[config.mk]
export PLATFORM = sky130hd
export DESIGN_NAME = seg_scan_driver
export DESIGN_NICKNAME = d
export VERILOG_FILES = /design/src/rtl/seg_scan_pkg.sv /design/src/rtl/seg_scan_timer.sv /design/src/rtl/seg_scan_driver.sv
export SDC_FILE = /design/constraint.sdc
export NUM_CORES = 1
export LEC_CHECK = 0
export CAP_MARGIN = 10
export CORE_MARGIN = 4
export CORE_UTILIZATION = 30
export DETAILED_ROUTE_END_ITERATION = 10
export GPL_TIMING_DRIVEN = 1
export HOLD_SLACK_MARGIN = 0.02
export SKIP_LAST_GASP = 1
export SYNTH_ARGS = -nofsm -noshare
export SYNTH_HDL_FRONTEND = slang
export SYNTH_SLANG_ARGS = --single-unit
[constraint.sdc]
create_clock -name clk -period 5.65 [get_ports clk]
set_input_delay 0.8475 -clock clk [delete_from_list [all_inputs] [get_ports clk]]
set_output_delay 0.8475 -clock clk [all_outputs]
set_load 0.05 [all_outputs]
[src/rtl/seg_scan_pkg.sv]
// rtl/seg_scan_pkg.sv - shared types for the seven-segment scan driver
package seg_scan_pkg;
    localparam int SEG_W = 7;

    typedef logic [SEG_W-1:0] seg_t;

    typedef enum logic [1:0] {
        IDLE,
        ON,
        GAP
    } scan_state_t;
endpackage

[src/rtl/seg_scan_timer.sv]
// rtl/seg_scan_timer.sv - loadable down counter with terminal-count flag
module seg_scan_timer #(
    parameter int W = 2
) (
    input  logic         clk,
    input  logic         rst,
    input  logic         load,
    input  logic [W-1:0] load_val,
    output logic         tc
);
    logic [W-1:0] cnt_q;
    logic [W-1:0] cnt_d;

    always_comb begin
        cnt_d = cnt_q;
        if (load) begin
            cnt_d = load_val;
        end else if (cnt_q != '0) begin
            cnt_d = cnt_q - 1'b1;
        end
    end

    always_ff @(posedge clk) begin
        if (rst) begin
            cnt_q <= '0;
        end else begin
            cnt_q <= cnt_d;
        end
    end

    assign tc = (cnt_q == '0);
endmodule

[src/rtl/seg_scan_driver.sv]
// rtl/seg_scan_driver.sv - time-multiplexed seven-segment scan driver with frame-boundary updates
module seg_scan_driver #(
    parameter int D          = 2,
    parameter int DIV        = 50000,
    parameter int GAP        = 500,
    parameter int ACTIVE_LOW = 1
) (
    input  logic                clk,
    input  logic                rst,
    input  logic                s_valid,
    output logic                s_ready,
    input  logic [D-1:0][6:0]   s_data,
    output logic [6:0]          m_seg,
    output logic [D-1:0]        m_an
);
    import seg_scan_pkg::*;

    localparam int MAXC  = (DIV > GAP) ? DIV : GAP;
    localparam int CNT_W = (MAXC > 1) ? $clog2(MAXC) : 1;
    localparam int IDX_W = $clog2(D);

    localparam logic [CNT_W-1:0] DIV_LD   = CNT_W'(DIV - 1);
    localparam logic [CNT_W-1:0] GAP_LD   = CNT_W'(GAP - 1);
    localparam logic [IDX_W-1:0] IDX_LAST = IDX_W'(D - 1);
    localparam logic [D-1:0]     AN_OFF   = (ACTIVE_LOW != 0) ? '1 : '0;
    localparam seg_t             SEG_OFF  = (ACTIVE_LOW != 0) ? '1 : '0;

    scan_state_t         state_q, state_d;
    logic [IDX_W-1:0]    idx_q, idx_d;
    seg_t [D-1:0]        frame_q, frame_d;
    logic [D-1:0]        m_an_q, m_an_d;
    seg_t                m_seg_q, m_seg_d;
    logic [D-1:0]        an_raw;
    seg_t                seg_raw;
    logic                tmr_load;
    logic [CNT_W-1:0]    tmr_val;
    logic                tmr_tc;

    seg_scan_timer #(.W(CNT_W)) u_timer (
        .clk      (clk),
        .rst      (rst),
        .load     (tmr_load),
        .load_val (tmr_val),
        .tc       (tmr_tc)
    );

    // The wrap cycle (last gap cycle after the final digit) doubles as the accept window.
    assign s_ready = !rst && ((state_q == seg_scan_pkg::IDLE) ||
                     ((state_q == seg_scan_pkg::GAP) && (idx_q == IDX_LAST) && tmr_tc));

    always_comb begin
        state_d  = state_q;
        idx_d    = idx_q;
        frame_d  = frame_q;
        tmr_load = 1'b0;
        tmr_val  = DIV_LD;
        case (state_q)
            seg_scan_pkg::IDLE: begin
                if (s_valid) begin
                    state_d  = seg_scan_pkg::ON;
                    idx_d    = '0;
                    frame_d  = s_data;
                    tmr_load = 1'b1;
                end
            end
            seg_scan_pkg::ON: begin
                if (tmr_tc) begin
                    state_d  = seg_scan_pkg::GAP;
                    tmr_load = 1'b1;
                    tmr_val  = GAP_LD;
                end
            end
            seg_scan_pkg::GAP: begin
                if (tmr_tc) begin
                    state_d  = seg_scan_pkg::ON;
                    tmr_load = 1'b1;
                    if (idx_q == IDX_LAST) begin
                        idx_d = '0;
                        if (s_valid) begin
                            frame_d = s_data;
                        end
                    end else begin
                        idx_d = idx_q + 1'b1;
                    end
                end
            end
            default: state_d = seg_scan_pkg::IDLE;
        endcase
    end

    // Outputs are decoded from next state so they line up with the state register.
    always_comb begin
        an_raw  = '0;
        seg_raw = '0;
        if (state_d == seg_scan_pkg::ON) begin
            an_raw[idx_d] = 1'b1;
            seg_raw       = frame_d[idx_d];
        end
        m_an_d  = (ACTIVE_LOW != 0) ? ~an_raw  : an_raw;
        m_seg_d = (ACTIVE_LOW != 0) ? ~seg_raw : seg_raw;
    end

    always_ff @(posedge clk) begin
        if (rst) begin
            state_q <= seg_scan_pkg::IDLE;
            idx_q   <= '0;
            frame_q <= '0;
            m_an_q  <= AN_OFF;
            m_seg_q <= SEG_OFF;
        end else begin
            state_q <= state_d;
            idx_q   <= idx_d;
            frame_q <= frame_d;
            m_an_q  <= m_an_d;
            m_seg_q <= m_seg_d;
        end
    end

    assign m_an  = m_an_q;
    assign m_seg = m_seg_q;
endmodule
# ---- After elaboration in Yosys (flattened, before gate mapping)
# Cells that the tools add are included.
dict set report op_classes {
  mux 25
  add_sub_neg 2
  bitwise_logic 2
  magnitude_cmp 2
  n_reduce_logical 11
  eq_ne 3
}
# op count
set ops {}
lappend ops {{16-bit 2-to-1 mux} 4}
lappend ops {{14-bit 2-to-1 mux} 3}
lappend ops {{14-bit one-hot mux with 2 select lines} 1}
lappend ops {{7-bit 2-to-1 mux} 3}
lappend ops {{16-bit logical NOT} 1}
lappend ops {{16-bit nonzero test} 1}
lappend ops {{16-bit by 1-bit subtractor with 16-bit output (second input constant)} 1}
lappend ops {{2-bit 2-to-1 mux} 4}
lappend ops {{7-bit inverter} 1}
lappend ops {{1-bit 2-to-1 mux} 6}
lappend ops {{2-bit one-hot mux with 3 select lines} 1}
lappend ops {{2-bit by 1-bit equality test with 1-bit output (second input constant)} 2}
lappend ops {{1-bit logical AND} 4}
lappend ops {{1-bit one-hot mux with 2 select lines} 2}
lappend ops {{2-bit equality test (second input constant)} 1}
lappend ops {{2-bit logical NOT} 1}
lappend ops {{1-bit by 2-bit less-than comparator with 1-bit output (second input constant)} 1}
lappend ops {{2-bit inverter} 1}
lappend ops {{2-bit nonzero test} 1}
lappend ops {{2-bit OR reduction} 1}
lappend ops {{1-bit adder (second input constant)} 1}
lappend ops {{1-bit demux with 1-bit select} 1}
lappend ops {{1-bit greater-or-equal comparator (second input constant)} 1}
lappend ops {{1-bit logical NOT} 1}
lappend ops {{1-bit logical OR} 1}
dict set report totals {
  inputBits 17
  output_inout_bits 10
  ff_bits 42
}

# ---- Depth between registers and ports, before layout
dict set report depth {
  word_depth 10
  depth_mapped 9
}

# ---- Hierarchy
# A second synthesis with hierarchy kept.
dict set report unflattened {
  hier_cells 218
  hier_area_um2 2063.2
}
# module seq_area_each_um2 cells_per_inst instances area_each_um2
set by_module_without_submodules {}
lappend by_module_without_submodules {seg_scan_driver 520.5 102 1 1098.6}
lappend by_module_without_submodules {seg_scan_timer 320.3 116 1 964.7}

# ---- Worst setup path before layout
# Ideal clock, no wire load.
dict set report synth_path {
  path_type {register to output}
  start {reg u_timer.cnt_q[0]}
  end {out s_ready}
  t_arrival_ps 1958
  slack_ps 2844
  path_buffers 1
  stages_incl_launch_ff 8
  path_cell_list {dfxtp_1 inv_1 ha_1 nor4b_1 and4_1 buf_4 a31oi_1 nor2_1}
}
dict set report synth_between {
  elab_chain_len 4
}
# element line_no
set synth_rtl {}
lappend synth_rtl {{start: declaration} seg_scan_timer.sv:11} ;# logic [W-1:0] cnt_q;
lappend synth_rtl {{start signal: assignment} seg_scan_timer.sv:27} ;# cnt_q <= cnt_d;
lappend synth_rtl {{16-bit logical NOT} seg_scan_timer.sv:31} ;# assign tc = (cnt_q == '0);
lappend synth_rtl {{1-bit logical AND} seg_scan_driver.sv:49} ;# ((state_q == seg_scan_pkg::GAP) && (idx_q == IDX_LAST) && tmr_tc));
lappend synth_rtl {{1-bit logical OR} seg_scan_driver.sv:48} ;# assign s_ready = !rst && ((state_q == seg_scan_pkg::IDLE) ||
lappend synth_rtl {{1-bit logical AND} seg_scan_driver.sv:48}
lappend synth_rtl {{end: declaration} seg_scan_driver.sv:11} ;# output logic s_ready,
# No other way between the ends.

# ---- Worst setup path in the final report
# Ends and elaborated chain as after synthesis.

==> run metrics <==
outcome=finished clean; sequential power share=approximately half; cts hold-fix bufs=0; core area=around 6000 sq um; Avg WL per Cell=13.67 um; initial antenna violation count=0; P_leak=~0.85 nW; Cell variety after synth=43; Finish-stage setup viols=0; via count=approximately 1.5k; Nets=around 250; clk_skew=approximately 0.011 ns; Synth Cell Area=1882 sq um; EDFF count, synth=0; Max Cap Viol=0; ANT nets after route=0; TritonCTS buffer count=5; CTS tree=built; Reg clk slew, reported paths=about 0.090 ns; Sum Neg Setup Slack=0 ns; worst min-delay path class=reg -> reg; Final GP Congestion=approximately 0.75; Synthesized Nets=roughly 230; Die H=between 80 and 90 um; cell row count=28; post-CTS setup buffer count=0; DRT Pass-1 Iters=4; Least-Margin Pin Slew=around 0.64 ns; cell area power density=~300 nW/um^2; logic gate share of total power=about 23%; ys async rst share=0%; min Tclk post-route=3.680 ns; TritonCTS Sinks=42; post-CTS resize count=0; vias in the first global route=roughly 1.5k; first-pass GRT wire length=between 7 and 8 mm; largest net degree at the start of global routing=33; Int Power=about 480 uW; overflow left after global routing=0; Crit Path Max Fanout=8; CTS root buffer=clkbuf_8; Primary FF master, synth=dfxtp_1; final hold violation count=0; Area growth, synth to finish=22.21%; fraction of power spent switching nets=31.23%; Iteration-0 DRC Markers=52; Final Cell Area=around 2300 sq um; register bit total from synthesis=42; post-synthesis sequential area ratio=44.68%; drt drc=0; Crit Path Class=reg -> out; fmax=approximately 270 MHz; Die Wd=87.20 um; CTS Buffer Depth=2; Initial Util=31.41%; Worst EP arrival=approximately 2.8 ns; VDD IR-drop max=0.0001513 V; final WL=4.183 mm; warnings from Yosys=0; Global Route Usage Sum=between 10% and 20%; RSZ-0062 raised after global routing=no; Final period util=~65%; layout cells sized above 1=9.091%; Placement Cell Area=around 2200 sq um; Required @ worst endpoint=about 4.8 ns; final max-slew violation count=0; Power Total=about 700 uW; DP Wirelength=2.916 mm; sw power=between 200 and 250 uW; synthesized instance count=203; crit end category=output pin; Die ar.=between 7000 and 8000 sq um; IO buf count=26; Ports=27; worst skew pair latency=around 0.3 ns; via density per instance=between 5 and 6; ant diodes=0; clock share of power=about 28%; critical path startpoint category=flip-flop; Post-Syn Area per Cell=9.270 sq um; CTS H-tree depth=2; relative slew slack=57.29%
==> metal layers <==
metal	vias to the layer above	GRT usage, %	part of all wire (%)
met5	-	0	0
met4	0	3.347	1.2
met3	5	3.690	3.7
met2	29	19.94	47
met1	720	14.94	48
li1	788	-	-
==> flip-flops by register name, summed over array words and instances, names as in the netlist <==
name           flops
m_seg              7
state_q            2
frame_q           14
u_timer.cnt_q     16
idx_q              1
m_an               2
==> cells in the mapped netlist (2+ instances only) <==
cell type | instances | area [sq um]
nor2b_1 | 8 | 50.05
a21oi_1 | 11 | 55.05
nand2_1 | 10 | 37.54
a22oi_1 | 14 | 105.1
a211o_1 | 7 | 61.31
nor4_4 | 3 | 63.81
nor2_1 | 28 | 105.1
o21ai_0 | 2 | 10.01
nand2b_1 | 2 | 12.51
nand3_1 | 3 | 15.01
buf_4 | 2 | 15.01
xnor2_1 | 7 | 61.31
inv_1 | 5 | 18.77
nand4_1 | 2 | 12.51
a211oi_1 | 2 | 15.01
or2_2 | 2 | 12.51
nor4_1 | 3 | 18.77
a311oi_1 | 3 | 26.28
dfxtp_1 | 42 | 840.8
or3_1 | 2 | 12.51
ha_1 | 5 | 62.56
clkbuf_1 | 5 | 18.77
nor3_1 | 12 | 60.06
xor2_1 | 4 | 35.03
==> final timing paths <==
check / startpoint / to / slack, ns / cells past startpoint
max: u_timer.cnt_q[0] / s_ready / 1.97 / 7
min: frame_q[8] / frame_q[8] / 0.51 / 2
max reg2reg: u_timer.cnt_q[0] / m_seg[5] / 2.91 / 8
min reg2reg: frame_q[8] / frame_q[8] / 0.51 / 2
==> worst max-delay path: stages, from the launching register on <==
cell             delay [ns]
dfxtp_1                0.34
inv_1                  0.09
ha_1                   0.23
nor4b_1                0.33
and4_1                 0.46
a31oi_1                0.13
nor2_1                 0.12
clkdlybuf4s50_1        0.82
==> layout by cell type, fill, tap and decap left out, drive strengths merged, types with 4 or more instances in the layout <==
cell           Yosys  final
nor2              28     28
clkbuf             5      5
nor3              13     13
nand2             10     10
a22oi             14     14
ha                 5      5
nor2b              8      8
a21oi             12     12
xnor2              7      7
nor4               6      6
inv                5      6
xor2               4      4
dfxtp             42     42
clkdlybuf4s50      0     26
a211o              7      7
==> through the flow <==
stage	instances	hold WS, ns	setup slack, ns	util, %
final	306	0.5062	1.970	38.39
after global routing	306	0.5332	1.702	38.39
after CTS	306	0.5188	1.989	38.39
after detailed placement	298	0.4921	2.322	36.93
after global placement	298	0.4810	2.340	36.93
after floorplan	203	0.4654	2.844	-
==> kinds of logic after synthesis <==
group | Yosys count | synth area share [%]
and+or+nand+nor | 83 | 25.00
AOI/OAI and AO/OA | 48 | 18.22
DFF | 42 | 44.68
buffers and inverters | 13 | 3.058
xor gates and xnor gates | 11 | 5.120
adders and majority gates | 5 | 3.324
muxes | 1 | 0.5984
==> layout make-up <==
cell class	instances	area, sq um
clock buffer	5	68.82
clock inverter	3	18.77
fill	618	3691
inverter	5	18.77
multi-input combinational	148	983.4
sequential	42	840.8
tap	75	93.84
timing repair buffer	28	275.3
==> power groups by stage <==
stage / combinational [mW] / clock, mW / sequential (mW)
2_1_floorplan: 0.105 / 0 / 0.358
3_3_place_gp: 0.158 / 0 / 0.348
3_5_place_dp: 0.159 / 0 / 0.349
4_1_cts: 0.160 / 0.201 / 0.342
5_1_grt: 0.178 / 0.216 / 0.346
6_report: 0.160 / 0.193 / 0.342
Power figures use the tool's default switching activity.
